===== src/rtl/bcd_disp_pkg.sv =====
// bcd_disp_pkg: shared state type, segment table and width helper for the BCD counter display
package bcd_disp_pkg;

    typedef enum logic {
        STOP = 1'b0,
        RUN  = 1'b1
    } state_t;

    localparam logic [6:0] SEG_BLANK = 7'h00;

    // Active-high patterns {g,f,e,d,c,b,a}, entry 0 first
    localparam logic [0:9][6:0] SEG_PAT = {
        7'h3F, 7'h06, 7'h5B, 7'h4F, 7'h66,
        7'h6D, 7'h7D, 7'h07, 7'h7F, 7'h6F
    };

    // Register width for a counter holding 0..value-1, never below one bit
    function automatic int clog2(input int value);
        int bits;
        bits = 1;
        while ((1 << bits) < value) bits++;
        return bits;
    endfunction

endpackage


===== src/rtl/bcd_counter_scan_disp_seg7_decode.sv =====
// seg7_decode: BCD digit to active-high seven-segment pattern
module seg7_decode
    import bcd_disp_pkg::*;
(
    input  logic [3:0] bcd,
    output logic [6:0] seg
);

    // Codes above 9 never leave the counter; they show blank
    always_comb seg = (bcd <= 4'd9) ? SEG_PAT[bcd] : SEG_BLANK;

endmodule


===== src/rtl/bcd_counter_scan_disp.sv =====
// bcd_counter_scan_disp: N-digit BCD up/down event counter with multiplexed seven-segment scan
module bcd_counter_scan_disp
    import bcd_disp_pkg::*;
#(
    parameter int NUM_DIGITS  = 4,
    parameter int TICK_DIV    = 1000,
    parameter int SCAN_DIV    = 256,
    parameter int WRAP_EN     = 1,
    parameter int SEG_ACT_LOW = 0
) (
    input  logic                    clk,
    input  logic                    rst_n,
    input  logic                    cnt_start,
    input  logic                    cnt_stop,
    input  logic                    cnt_rst,
    input  logic                    cnt_dir,
    output logic [4*NUM_DIGITS-1:0] cnt_bcd,
    output logic                    running,
    output logic                    wrap_o,
    output logic [6:0]              disp_seg,
    output logic [NUM_DIGITS-1:0]   disp_dig,
    output logic [6+NUM_DIGITS:0]   out_en
);

    localparam int PW = clog2(TICK_DIV);
    localparam int SW = clog2(SCAN_DIV);
    localparam int IW = clog2(NUM_DIGITS);
    localparam int CW = 4 * NUM_DIGITS;
    localparam logic [PW-1:0] PRE_MAX  = PW'(TICK_DIV - 1);
    localparam logic [SW-1:0] SCAN_MAX = SW'(SCAN_DIV - 1);
    localparam logic [IW-1:0] IDX_MAX  = IW'(NUM_DIGITS - 1);
    localparam logic POL  = (SEG_ACT_LOW != 0);
    localparam logic WRAP = (WRAP_EN != 0);

    logic [3:0]    pad;
    logic [2:0]    rise;
    logic          dir;
    state_t        state_q, state_d;
    logic [PW-1:0] pre_q, pre_d;
    logic [CW-1:0] cnt_q, cnt_d, step;
    logic          carry, tick, wrap_d;
    logic [SW-1:0] sc_q;
    logic [IW-1:0] idx_q;
    logic [3:0]    dsel;
    logic [NUM_DIGITS-1:0] dig_oh;
    logic [6:0]    seg_raw;

    // Pad order: start, stop, clear edges on bits 0..2, direction level on bit 3
    assign pad = {cnt_dir, cnt_rst, cnt_stop, cnt_start};

    for (genvar i = 0; i < 4; i++) begin : g_sync
        logic [1:0] s;
        // two-flop synchroniser against pad metastability
        always_ff @(posedge clk) begin
            if (!rst_n) s <= '0;
            else        s <= {s[0], pad[i]};
        end
        if (i < 3) begin : g_edge
            logic h;
            // history flop so each pad press acts once on its rising edge
            always_ff @(posedge clk) begin
                if (!rst_n) h <= 1'b0;
                else        h <= s[1];
            end
            assign rise[i] = s[1] & ~h;
        end else begin : g_lvl
            assign dir = s[1];
        end
    end

    // Ripple carry (up) or borrow (down) across digits; a carry out of the top digit marks terminal count
    always_comb begin
        step  = cnt_q;
        carry = 1'b1;
        for (int d = 0; d < NUM_DIGITS; d++) begin
            if (carry) begin
                step[4*d +: 4] = dir ? ((cnt_q[4*d +: 4] == 4'd0) ? 4'd9 : cnt_q[4*d +: 4] - 4'd1)
                                     : ((cnt_q[4*d +: 4] == 4'd9) ? 4'd0 : cnt_q[4*d +: 4] + 4'd1);
                carry = dir ? (cnt_q[4*d +: 4] == 4'd0) : (cnt_q[4*d +: 4] == 4'd9);
            end
        end
    end

    // Next state, prescaler and count: stop beats start, clear beats a coincident tick
    always_comb begin
        state_d = state_q;
        pre_d   = pre_q;
        cnt_d   = cnt_q;
        wrap_d  = 1'b0;
        tick    = (state_q == RUN) && (pre_q == PRE_MAX);
        if (state_q == RUN) pre_d = tick ? '0 : pre_q + 1'b1;
        if (rise[1]) state_d = STOP;
        else if (rise[0] && state_q == STOP) begin
            state_d = RUN;
            pre_d   = '0;
        end
        if (rise[2]) begin
            cnt_d = '0;
            pre_d = '0;
        end else if (tick) begin
            wrap_d = carry;
            cnt_d  = (carry && !WRAP) ? cnt_q : step;
            if (carry && !WRAP) state_d = STOP;
        end
    end

    // State, prescaler, count and rollover pulse registers
    always_ff @(posedge clk) begin
        if (!rst_n) begin
            state_q <= STOP;
            pre_q   <= '0;
            cnt_q   <= '0;
            wrap_o  <= 1'b0;
        end else begin
            state_q <= state_d;
            pre_q   <= pre_d;
            cnt_q   <= cnt_d;
            wrap_o  <= wrap_d;
        end
    end

    assign cnt_bcd = cnt_q;
    assign running = (state_q == RUN);
    assign out_en  = '0;

    // Scan timer dwells SCAN_DIV cycles per digit, then advances the digit index
    always_ff @(posedge clk) begin
        if (!rst_n) begin
            sc_q  <= '0;
            idx_q <= '0;
        end else begin
            sc_q <= (sc_q == SCAN_MAX) ? '0 : sc_q + 1'b1;
            if (sc_q == SCAN_MAX) idx_q <= (idx_q == IDX_MAX) ? '0 : idx_q + 1'b1;
        end
    end

    // Pick the indexed digit and build its one-hot enable
    always_comb begin
        dsel   = '0;
        dig_oh = '0;
        for (int d = 0; d < NUM_DIGITS; d++) begin
            dig_oh[d] = (idx_q == IW'(d));
            if (idx_q == IW'(d)) dsel = cnt_q[4*d +: 4];
        end
    end

    seg7_decode u_dec (
        .bcd (dsel),
        .seg (seg_raw)
    );

    // Registered display drive with pad polarity applied
    always_ff @(posedge clk) begin
        if (!rst_n) begin
            disp_seg <= SEG_BLANK ^ {7{POL}};
            disp_dig <= {NUM_DIGITS{POL}};
        end else begin
            disp_seg <= seg_raw ^ {7{POL}};
            disp_dig <= dig_oh ^ {NUM_DIGITS{POL}};
        end
    end

endmodule


===== config.mk =====
export PLATFORM = sky130hd
export DESIGN_NAME = bcd_counter_scan_disp
export DESIGN_NICKNAME = d
export VERILOG_FILES = /design/src/rtl/bcd_disp_pkg.sv /design/src/rtl/bcd_counter_scan_disp_seg7_decode.sv /design/src/rtl/bcd_counter_scan_disp.sv
export SDC_FILE = /design/constraint.sdc
export NUM_CORES = 1
export LEC_CHECK = 0
export ABC_AREA = 1
export ABC_CLOCK_PERIOD_IN_PS = 3300
export CAP_MARGIN = 20
export CELL_PAD_IN_SITES_DETAIL_PLACEMENT = 1
export CELL_PAD_IN_SITES_GLOBAL_PLACEMENT = 1
export CORE_UTILIZATION = 42
export DETAILED_ROUTE_END_ITERATION = 10
export HOLD_SLACK_MARGIN = 0.05
export PLACE_DENSITY = 0.83
export SLEW_MARGIN = 20
export SYNTH_ARGS = -nofsm -noshare
export SYNTH_HDL_FRONTEND = slang
export SYNTH_SLANG_ARGS = --single-unit

===== constraint.sdc =====
create_clock -name clk -period 3.3 [get_ports clk]
set_input_delay 0.495 -clock clk [delete_from_list [all_inputs] [get_ports clk]]
set_output_delay 0.495 -clock clk [all_outputs]
set_load 0.05 [all_outputs]

==> out/results.ini, run 1 <==
[status]
status = finished, final reports clean

[placement]
dp.final_hpwl_mm = 6.23
port_buffers = 34
place_inst = 614
gp_congestion = 0.792

[route]
vias_per_cell = 4.93
wl_per_cell_um = 13.4
drt_pass1_iterations = 4
ant_nets = 0
vias = 3105
drt_iter0_drc = 104
drt_wl_total_mm = 8.45
drc = 0

[job]
drv_cap = 0

[yosys]
syn_area_per_cell_um2 = 6.91
synth_area_leaders = dfxtp_1 (36%), nand2_1 (11%), inv_1 (7.6%), nor2_1 (7.3%), a21oi_1 (4.5%)
ys_warn_count = 0
synthCells = 488
yosysSeqAreaShare = 0.356
yosys.area.top_type_share = 0.356
synthArstFlopShare = 0
synth-edff-count = 0
synth_compound_area_frac = 0.112
synth_area_mm2 = 0.00337
muxShareOfSynthArea = 0
dominantRegCellSynth = dfxtp_1
synth_area_leader_cell = dfxtp_1
synth_top_family_by_area = simple AND/OR/NAND/NOR gates
yosys.area_share.adder = 0.0445
ys_types = 35
synth-simple-area-share = 0.330
synth_xor_area_frac = 0.0260
synth-seq-cells = 60

[final_layout]
fin_nets = 541
final_cells = 630
fillers = 1015
n_antenna_cell = 0
syn_to_final_growth_pct = 17.6
layout-drive-gt1-share = 0.112

[clocking]
clock-sinks = 60
clk_pin_slew_worst_paths_ps = 80
cts_buffers = 9
htreeDepth = 3
postCtsResizedCells = 0
post_cts_buffers = 0
cts_tree = yes
cts-hold-fix-buffers = 0
clock_latency_ps = 360
clock_path_buffers = 2
clock-root-buffer = clkbuf_8

[worst_setup_path]
cp-end-kind = flop
crit_path_frequent_cell = nand2_1
max_stage_delay_ps = 410
crit_end = disp_seg[3]
ff2ff_path_depth = 11
critical_path_buf_inv_count = 2
arrival_ps = 2600
crit_chain = inv_1 -> ha_1 -> a21oi_1 -> nand2_1 -> a22oi_1 -> inv_1 -> ha_1 -> nand2_1 -> nand2_1 -> nor2_1 -> nor2_1
path_delay_family = adder cells
ff2ff_setup_slack_ps = 920
r2r_end = disp_seg[3]
cp_max_fo = 9
startpoint = idx_q[0]
cp-start-kind = flop
crit_required_ps = 3520
crit_slowest_cell = a22oi_1
r2r_start = idx_q[0]
worstSetupPathType = flop to flop
cp.depth = 11

[timing]
tns_ps = 0
final_hold_viol_count = 0
maxSlewHeadroom = 0.605
final_max_slew_viol_count = 0
finalSetupViolCount = 0
tightest_slew_ps = 593
fmaxAchievable_ghz = 0.420
rsz0062_at_grt = no
min_period_ps = 2380
skew_ps = 9.12
finalCritPeriodShare = 0.721

[floorplanning]
initial_core_util = 0.436
chipWidth_um = 91.6
rows = 32
pin_count = 46
core_mm2 = 0.00773
dieArea_mm2 = 0.00839
fp.dieH_um = 91.6

[global_route]
grt_max_degree = 22
overflow = 0
grt.total_usage = 0.224
grt_pass1_wl_mm = 14.8
grt_pass1_vias = 3208
antenna_found_initial = 0

[pwr]
finalPower_uw = 1590
p_per_area_mw_per_mm2 = 402
p_leak_uw = 0.00185
max-vdd-ir-drop_mv = 0.220

[worst_hold_path]
min-delay-path-class = flop to flop

-- worst register-to-register path, cell delays in order (launching register included) --
cell	delay [ps]
dfxtp_1	380
inv_1	100
ha_1	310
a21oi_1	150
nand2_1	70
a22oi_1	410
inv_1	170
ha_1	330
nand2_1	100
nand2_1	70
nor2_1	100
nor2_1	70
-- how the worst min path moves through the flow --
| stage | startpoint | endpoint | slack [ps] | cells after the start |
|---|---|---|---|---|
| CTS | g_sync[2].s[0] | g_sync[2].s[1] | 420 | 2 |
| global placement | g_sync[1].s[0] | g_sync[1].s[1] | 390 | 2 |
| finish | g_sync[3].s[0] | g_sync[3].s[1] | 420 | 2 |
| detailed placement | g_sync[0].s[1] | g_sync[0].g_edge.h | 420 | 2 |
| global route | g_sync[0].s[1] | g_sync[0].g_edge.h | 450 | 2 |
| floorplan | g_sync[0].s[0] | g_sync[0].s[1] | 390 | 2 |
-- through the flow --
stage | instance area, um2 | hold slack (ps) | utilization | setup slack (ps)
final | 3960 | 422 | 0.513 | 921
after global routing | 3960 | 449 | 0.513 | 693
after CTS | 3960 | 424 | 0.513 | 919
after detailed placement | 3750 | 417 | 0.485 | 960
after global placement | 3750 | 395 | 0.485 | 1010
after floorplan | 3410 | 390 | - | 1280
-- state kept, by name, indices dropped and copies added, names as in the netlist --
register / cells
cnt_bcd: 16
pre_q: 10
g_sync.s: 8
sc_q: 8
disp_seg: 7
disp_dig: 4
g_sync.g_edge.h: 3
idx_q: 2
running: 1
wrap_o: 1
-- layout by cell type, fill, tap and decap left out, drive strengths merged --
cell           instances
inv                   79
xor2                   9
clkdlybuf4s50         34
a21oi                 32
ha                    12
xnor2                  1
dfxtp                 60
clkinv                 4
buf                    2
or3                    1
conb                  11
a22oi                  1
nand3                 23
bufinv                 2
nand2                113
a31oi                  1
o31ai                  2
clkinvlp               1
nor2                  77
nand4                  8
o21a                   2
o21ai                 30
o211ai                 1
nor3                   8
clkbuf                 9
nor3b                  5
-- synth_stat cells (5+ instances only) --
library cell	number
a21oi_1	30
buf_4	13
dfxtp_1	60
ha_1	12
inv_1	68
inv_2	11
nand2_1	102
nand2_2	10
nand3_1	21
nand4_1	7
nor2_1	66
nor2_4	6
nor3_1	7
nor3b_1	5
o21ai_0	28
xor2_1	9
-- per-layer routing --
metal	global-route usage	vias to the layer above	share of wire
met2	0.408	42	0.51
met5	0	-	0
met4	0.102	0	0.024
met3	0.0310	14	0.023
li1	-	1567	-
met1	0.258	1482	0.44
-- area by class of cell --
| type | instances | area, um2 | area share |
|---|---|---|---|
| Clock inverter | 7 | 91.3 | 0.0231 |
| Tap cell | 102 | 128 | 0.0322 |
| Multi-Input combinational cell | 337 | 1770 | 0.446 |
| Sequential cell | 60 | 1200 | 0.303 |
| Inverter | 79 | 297 | 0.0748 |
| Timing Repair Buffer | 36 | 355 | 0.0897 |
| Clock buffer | 9 | 124 | 0.0313 |
-- power by group --
group | switching (uW) | total (uW) | leakage (uW) | internal (uW)
clock | 315 | 737 | 0.000109 | 422
sequential | 7.61 | 746 | 0.000489 | 738
combinational | 84.5 | 111 | 0.00126 | 26.7
-- cell families (layout without fill, tap and decap cells) --
family / after synthesis / in the layout
other: 1 / 11
buffers and inverters: 101 / 131
xor gates and xnor gates: 10 / 10
adders and majority gates: 12 / 12
DFF: 60 / 60
and+or+nand+nor: 235 / 235
AOI/OAI and AO/OA: 69 / 69
No activity file was read; power rests on OpenSTA's default activity.
==> inputs of run 2 (changes only) <==
- ABC_CLOCK_PERIOD_IN_PS: 3300 -> 2230
- CORE_UTILIZATION: 42 -> 39
- PLACE_DENSITY: 0.83 -> 0.77
- clock period: 3.3 -> 2.23 ns (I/O delays scaled with it)
==> out/results.ini, run 2 (synthesis results as in run 1) <==
[global_route]
grt_max_degree = 22  ; unchanged
gr-max-usage-layer = met2
antenna_found_initial = 0  ; unchanged
grt.total_usage = 0.210  ; -0.0144
overflow = 0  ; unchanged
grt_use_met2 = 0.375  ; -0.0332
grt_use_met3 = 0.0443  ; +0.0133
grt_pass1_vias = 3115  ; -2.9%
use_met1 = 0.247  ; -0.0103
grt_pass1_wl_mm = 14.5  ; -2.5%

[clocking]
cts_buffers = 9  ; unchanged
clk_pin_slew_worst_paths_ps = 70  ; about the same
clock_path_buffers = 2  ; unchanged
clock-sinks = 60  ; unchanged
clock-root-buffer = clkbuf_8
cts_tree = yes
clock_latency_ps = 350  ; about the same
htreeDepth = 3  ; unchanged

[final_layout]
final_cell_mix = nand2_1 (102), inv_1 (67), nor2_1 (66)
layout-drive-gt1-share = 0.131  ; +0.0196
post-route-util = 0.485  ; -0.0276
largest_reg_flops = 16  ; unchanged
fin_nets = 546  ; +0.92%
fillers = 1090  ; +7.4%
layout_commonest_cell = nand2_1
syn_to_final_growth_pct = 19.5
n_antenna_cell = 0  ; unchanged
final_cells = 638  ; +1.3%

[route]
drt_wl_total_mm = 8.61  ; +1.9%
vias_per_cell = 4.90  ; -0.59%
drt_iter0_drc = 88  ; -15%
wl_per_cell_um = 13.5  ; +0.63%
drt_pass1_iterations = 4  ; unchanged
ant_nets = 0  ; unchanged
drc = 0  ; unchanged
vias = 3126  ; +0.68%

[timing]
tns_ps = 0  ; unchanged
finalCritPeriodShare = 0.951
final_max_slew_viol_count = 0  ; unchanged
tightest_slew_ps = 500  ; -92.3 ps
finalSetupViolCount = 0  ; unchanged
maxSlewHeadroom = 0.665  ; +0.0605
skew_ps = 13.4  ; +4.33 ps
hold-worst-slack_ps = 428  ; +5.62 ps
rsz0062_at_grt = no
min_period_ps = 2120
final_hold_viol_count = 0  ; unchanged
fin_ws_ps = 110  ; -811 ps
fmaxAchievable_ghz = 0.472

[floorplanning]
core_mm2 = 0.00830  ; +7.4%
fp.dieH_um = 95.0  ; +3.7%
rows = 33  ; +3.1%
dieArea_mm2 = 0.00902  ; +7.5%
initial_core_util = 0.406  ; -0.0301
chipWidth_um = 95.0  ; +3.7%
pin_count = 46  ; unchanged

[pwr]
swShare = 0.260  ; +0.00450
switchingPower_uw = 621  ; +53%
p_per_area_mw_per_mm2 = 593  ; +48%
internal-power_uw = 1770  ; +49%
power_frac_seq = 0.462  ; -0.006
power_frac_clock = 0.467  ; +0.005
max-vdd-ir-drop_mv = 0.331  ; +50%
p_leak_uw = 0.00188  ; +1.4%
combPwrFrac = 0.070  ; about the same

[placement]
dp.final_hpwl_mm = 6.45  ; +3.5%
place_inst = 622  ; +1.3%
preCtsSetupSlack_ps = 13.4  ; -947 ps
gp_congestion = 0.841  ; +6.2%
port_buffers = 34  ; unchanged

[worst_setup_path]
cp_max_fo = 10  ; +1
max_stage_delay_ps = 880  ; +470 ps
path_delay_family = buffers and inverters
crit_slowest_cell = clkdlybuf4s50_1
cp-end-kind = output port
arrival_ps = 1790  ; -810 ps
worstSetupPathType = flop to output port
crit_chain = clkdlybuf4s50_1
crit_required_ps = 1900  ; -1620 ps
cp-start-kind = flop
critical_path_buf_inv_count = 1  ; -1

[job]
drv_cap = 0  ; unchanged

[status]
status = finished, final reports clean

[worst_hold_path]
min-delay-path-class = flop to flop

[run 2: changes by cell type in the layout (fill, tap and decap cells not counted), sizes merged]
cell    previous run  this run
clkinv             4         3
buf                2         7
inv               79        80
[run 2: power groups by stage]
stage	Sequential (uW)	Combinational, uW	Clock, uW
finish	1100	168	1120
global route	1110	182	1200
CTS	1100	169	1150
detailed placement	1130	169	0
global placement	1130	165	0
floorplan	1150	113	0
[run 2: final cells by class]
cell class | count | area, um2 | share of cell area
tap | 105 | 131 | 0.0326
sequential | 60 | 1200 | 0.299
timing repair buffer | 41 | 393 | 0.0976
clock inverter | 7 | 98.8 | 0.0245
multi-input combinational | 337 | 1780 | 0.442
inverter | 79 | 297 | 0.0736
clock buffer | 9 | 124 | 0.0308
[run 2: worst paths after layout]
path	from	to	slack, ps	cells after the start
setup reg to reg	idx_q[0]	disp_seg[4]	170	11
setup / recovery	cnt_bcd[6]	cnt_bcd[6]	110	1
hold reg to reg	g_sync[0].s[0]	g_sync[0].s[1]	430	2
hold / removal	g_sync[0].s[0]	g_sync[0].s[1]	430	2
[run 2: stage by stage]
step / total power [uW] / area (um2)
after global placement: 1290 / 3790
after global routing: 2480 / 4030
after detailed placement: 1300 / 3790
final: 2390 / 4030
after CTS: 2420 / 4010
after floorplan: 1260 / 3410
[run 2: metal layers]
layer	routed length, um	vias up
met4	120	0
met1	3920	1478
met5	0	-
met3	277	12
li1	-	1583
met2	4300	53
[run 2: what timing repair did]
item,4_1_cts,5_1_grt
setup buffers,0,0
hold buffers,0,0
endpoints found under the setup margin,0,7
resized for setup,0,7
==> inputs of run 3 (changes only) <==
- SETUP_SLACK_MARGIN: not set -> 0.15
==> out/results.ini, run 3 (synthesis results as in run 1) <==
[final_layout]
multi_input_area_mm2 = 0.00181  ; +1.6%
fillers = 1087  ; -0.28%
fin_nets = 551  ; +0.92%
seqCellArea_mm2 = 0.00120  ; +0.10%
largest_reg_flops = 16  ; unchanged
syn_to_final_growth_pct = 21.4
final_cell_mix = nand2_1 (102), nor2_1 (66), inv_1 (65)
layout-drive-gt1-share = 0.151  ; +0.0192
finalInstanceArea_mm2 = 0.00409  ; +1.6%
n_antenna_cell = 0  ; unchanged
layout_commonest_cell = nand2_1
post-route-util = 0.493  ; +0.00799

[worst_setup_path]
worstSetupPathType = flop to output port
cp-start-kind = flop
cp-end-kind = output port
crit_slowest_cell = clkdlybuf4s50_1
cp_max_fo = 6  ; -4
r2r_end = disp_seg[4]
arrival_ps = 1670  ; -120 ps
critical_path_buf_inv_count = 1  ; unchanged
r2r_start = idx_q[1]
crit_chain = clkdlybuf4s50_1
max_stage_delay_ps = 860  ; -20 ps
ff2ff_setup_slack_ps = 270  ; +100 ps
path_delay_family = buffers and inverters
ff2ff_path_depth = 14  ; +3
crit_required_ps = 1900  ; about the same

[status]
status = finished, final reports clean

[placement]
dp.final_hpwl_mm = 6.45  ; unchanged
gp_congestion = 0.841  ; unchanged
dpl_cell_area_mm2 = 0.00379  ; unchanged
port_buffers = 34  ; unchanged

[clocking]
htreeDepth = 3  ; unchanged
clock_latency_ps = 350  ; about the same
clock_path_buffers = 2  ; unchanged
cts_tree = yes
cts_buffers = 9  ; unchanged
clock-sinks = 60  ; unchanged
clock-root-buffer = clkbuf_8
clk_pin_slew_worst_paths_ps = 70  ; about the same

[timing]
finalSetupViolCount = 0  ; unchanged
tightest_slew_ps = 508  ; +7.61 ps
final_hold_viol_count = 0  ; unchanged
finalCritPeriodShare = 0.900  ; -0.0505
fmaxAchievable_ghz = 0.498  ; +5.6%
tns_ps = 0  ; unchanged
min_period_ps = 2010  ; -113 ps
final_max_slew_viol_count = 0  ; unchanged
maxSlewHeadroom = 0.661  ; -0.00458
skew_ps = 14.4  ; +0.951 ps
rsz0062_at_grt = no

[worst_hold_path]
whs_path_depth = 2  ; unchanged
min-delay-path-class = flop to flop
whs_endpoint = g_sync[0].g_edge.h
holdCritStartpoint = g_sync[0].s[1]

[route]
drt_iter0_drc = 97  ; +10%
drt_wl_total_mm = 8.79  ; +2.0%
drt_pass1_iterations = 4  ; unchanged
wl_per_cell_um = 13.7  ; +1.2%
drc = 0  ; unchanged
ant_nets = 0  ; unchanged
vias_per_cell = 4.89  ; -0.14%
vias = 3146  ; +0.64%

[floorplanning]
pin_count = 46  ; unchanged
core_mm2 = 0.00830  ; unchanged
fp.dieH_um = 95.0  ; unchanged
initial_core_util = 0.406  ; unchanged
rows = 33  ; unchanged
dieArea_mm2 = 0.00902  ; unchanged
chipWidth_um = 95.0  ; unchanged

[global_route]
grt_pass1_vias = 3142  ; +0.87%
overflow = 0  ; unchanged
grt.total_usage = 0.212  ; +0.00203
grt_pass1_wl_mm = 14.6  ; +1.1%
antenna_found_initial = 0  ; unchanged
grt_max_degree = 22  ; unchanged

[pwr]
p_leak_uw = 0.00197  ; +4.5%
finalPower_uw = 2390  ; about the same
max-vdd-ir-drop_mv = 0.331  ; about the same
p_per_area_mw_per_mm2 = 584  ; -1.6%

[job]
drv_cap = 0  ; unchanged

[run 3: changes by cell type in the layout (fill, tap and decap cells not counted)]
cell	change
inv_1	-2
a21oi_1	-1
ha_1	-2
dfxtp_2	+1
inv_2	+2
a21oi_2	+1
dfxtp_1	-1
dlymetal6s2s_1	+2
buf_4	+5
ha_4	+2
clkdlybuf4s50_1	-7
dlygate4sd2_1	+5
[run 3: worst max-delay path by stage]
| stage | start | endpoint | slack (ps) | depth (start not counted) |
|---|---|---|---|---|
| floorplan | cnt_bcd[12] | disp_seg[4] | 210 | 8 |
| global placement | idx_q[0] | disp_seg[3] | 140 | 11 |
| detailed placement | idx_q[0] | disp_seg[3] | 10 | 11 |
| CTS | cnt_bcd[5] | cnt_bcd[5] | 150 | 1 |
| global route | idx_q[1] | disp_seg[2] | 90 | 14 |
| finish | cnt_bcd[0] | cnt_bcd[0] | 220 | 1 |
[run 3: cell type report]
type	instances	area share
clock inverter	7	0.0242
timing repair buffer	46	0.105
clock buffer	9	0.0303
inverter	79	0.0725
sequential	60	0.294
multi-input combinational	337	0.442
tap	105	0.0321
[run 3: metal layers]
metal	wire [um]	share of wire	track usage	up-vias
li1	-	-	-	1596
met5	0	0	0	-
met2	4450	0.51	0.379	41
met1	4020	0.46	0.250	1500
met4	119	0.014	0.0694	0
met3	198	0.023	0.0443	9
[run 3: worst min-delay path: cells and delay by family (launching register included)]
family        cells  cell delay [ps]
flops             1              310
simple gates      1               50
buf+inv           1               30
[run 3: power breakdown]
| group | total, uW | switching [uW] | internal (uW) | leakage, uW |
|---|---|---|---|---|
| sequential | 1100 | 11.6 | 1090 | 0.000490 |
| clock | 1120 | 483 | 634 | 0.000110 |
| combinational | 169 | 127 | 42.1 | 0.00137 |
[run 3: stage by stage]
step / hold slack, ps / worst slack [ps] / std cells
after detailed placement: 407 / 13.4 / 622
after global routing: 453 / 91.6 / 643
after CTS: 433 / 154 / 642
after global placement: 394 / 142 / 622
after floorplan: 390 / 213 / 498
final: 426 / 223 / 643
[run 3: repair_timing]
action,4_1_cts,5_1_grt
hold buffers,0,0
setup buffers,4,1
endpoints found under the hold margin,0,0
endpoints found under the setup margin,12,9
pin swaps,2,1
gates resized for setup,9,13
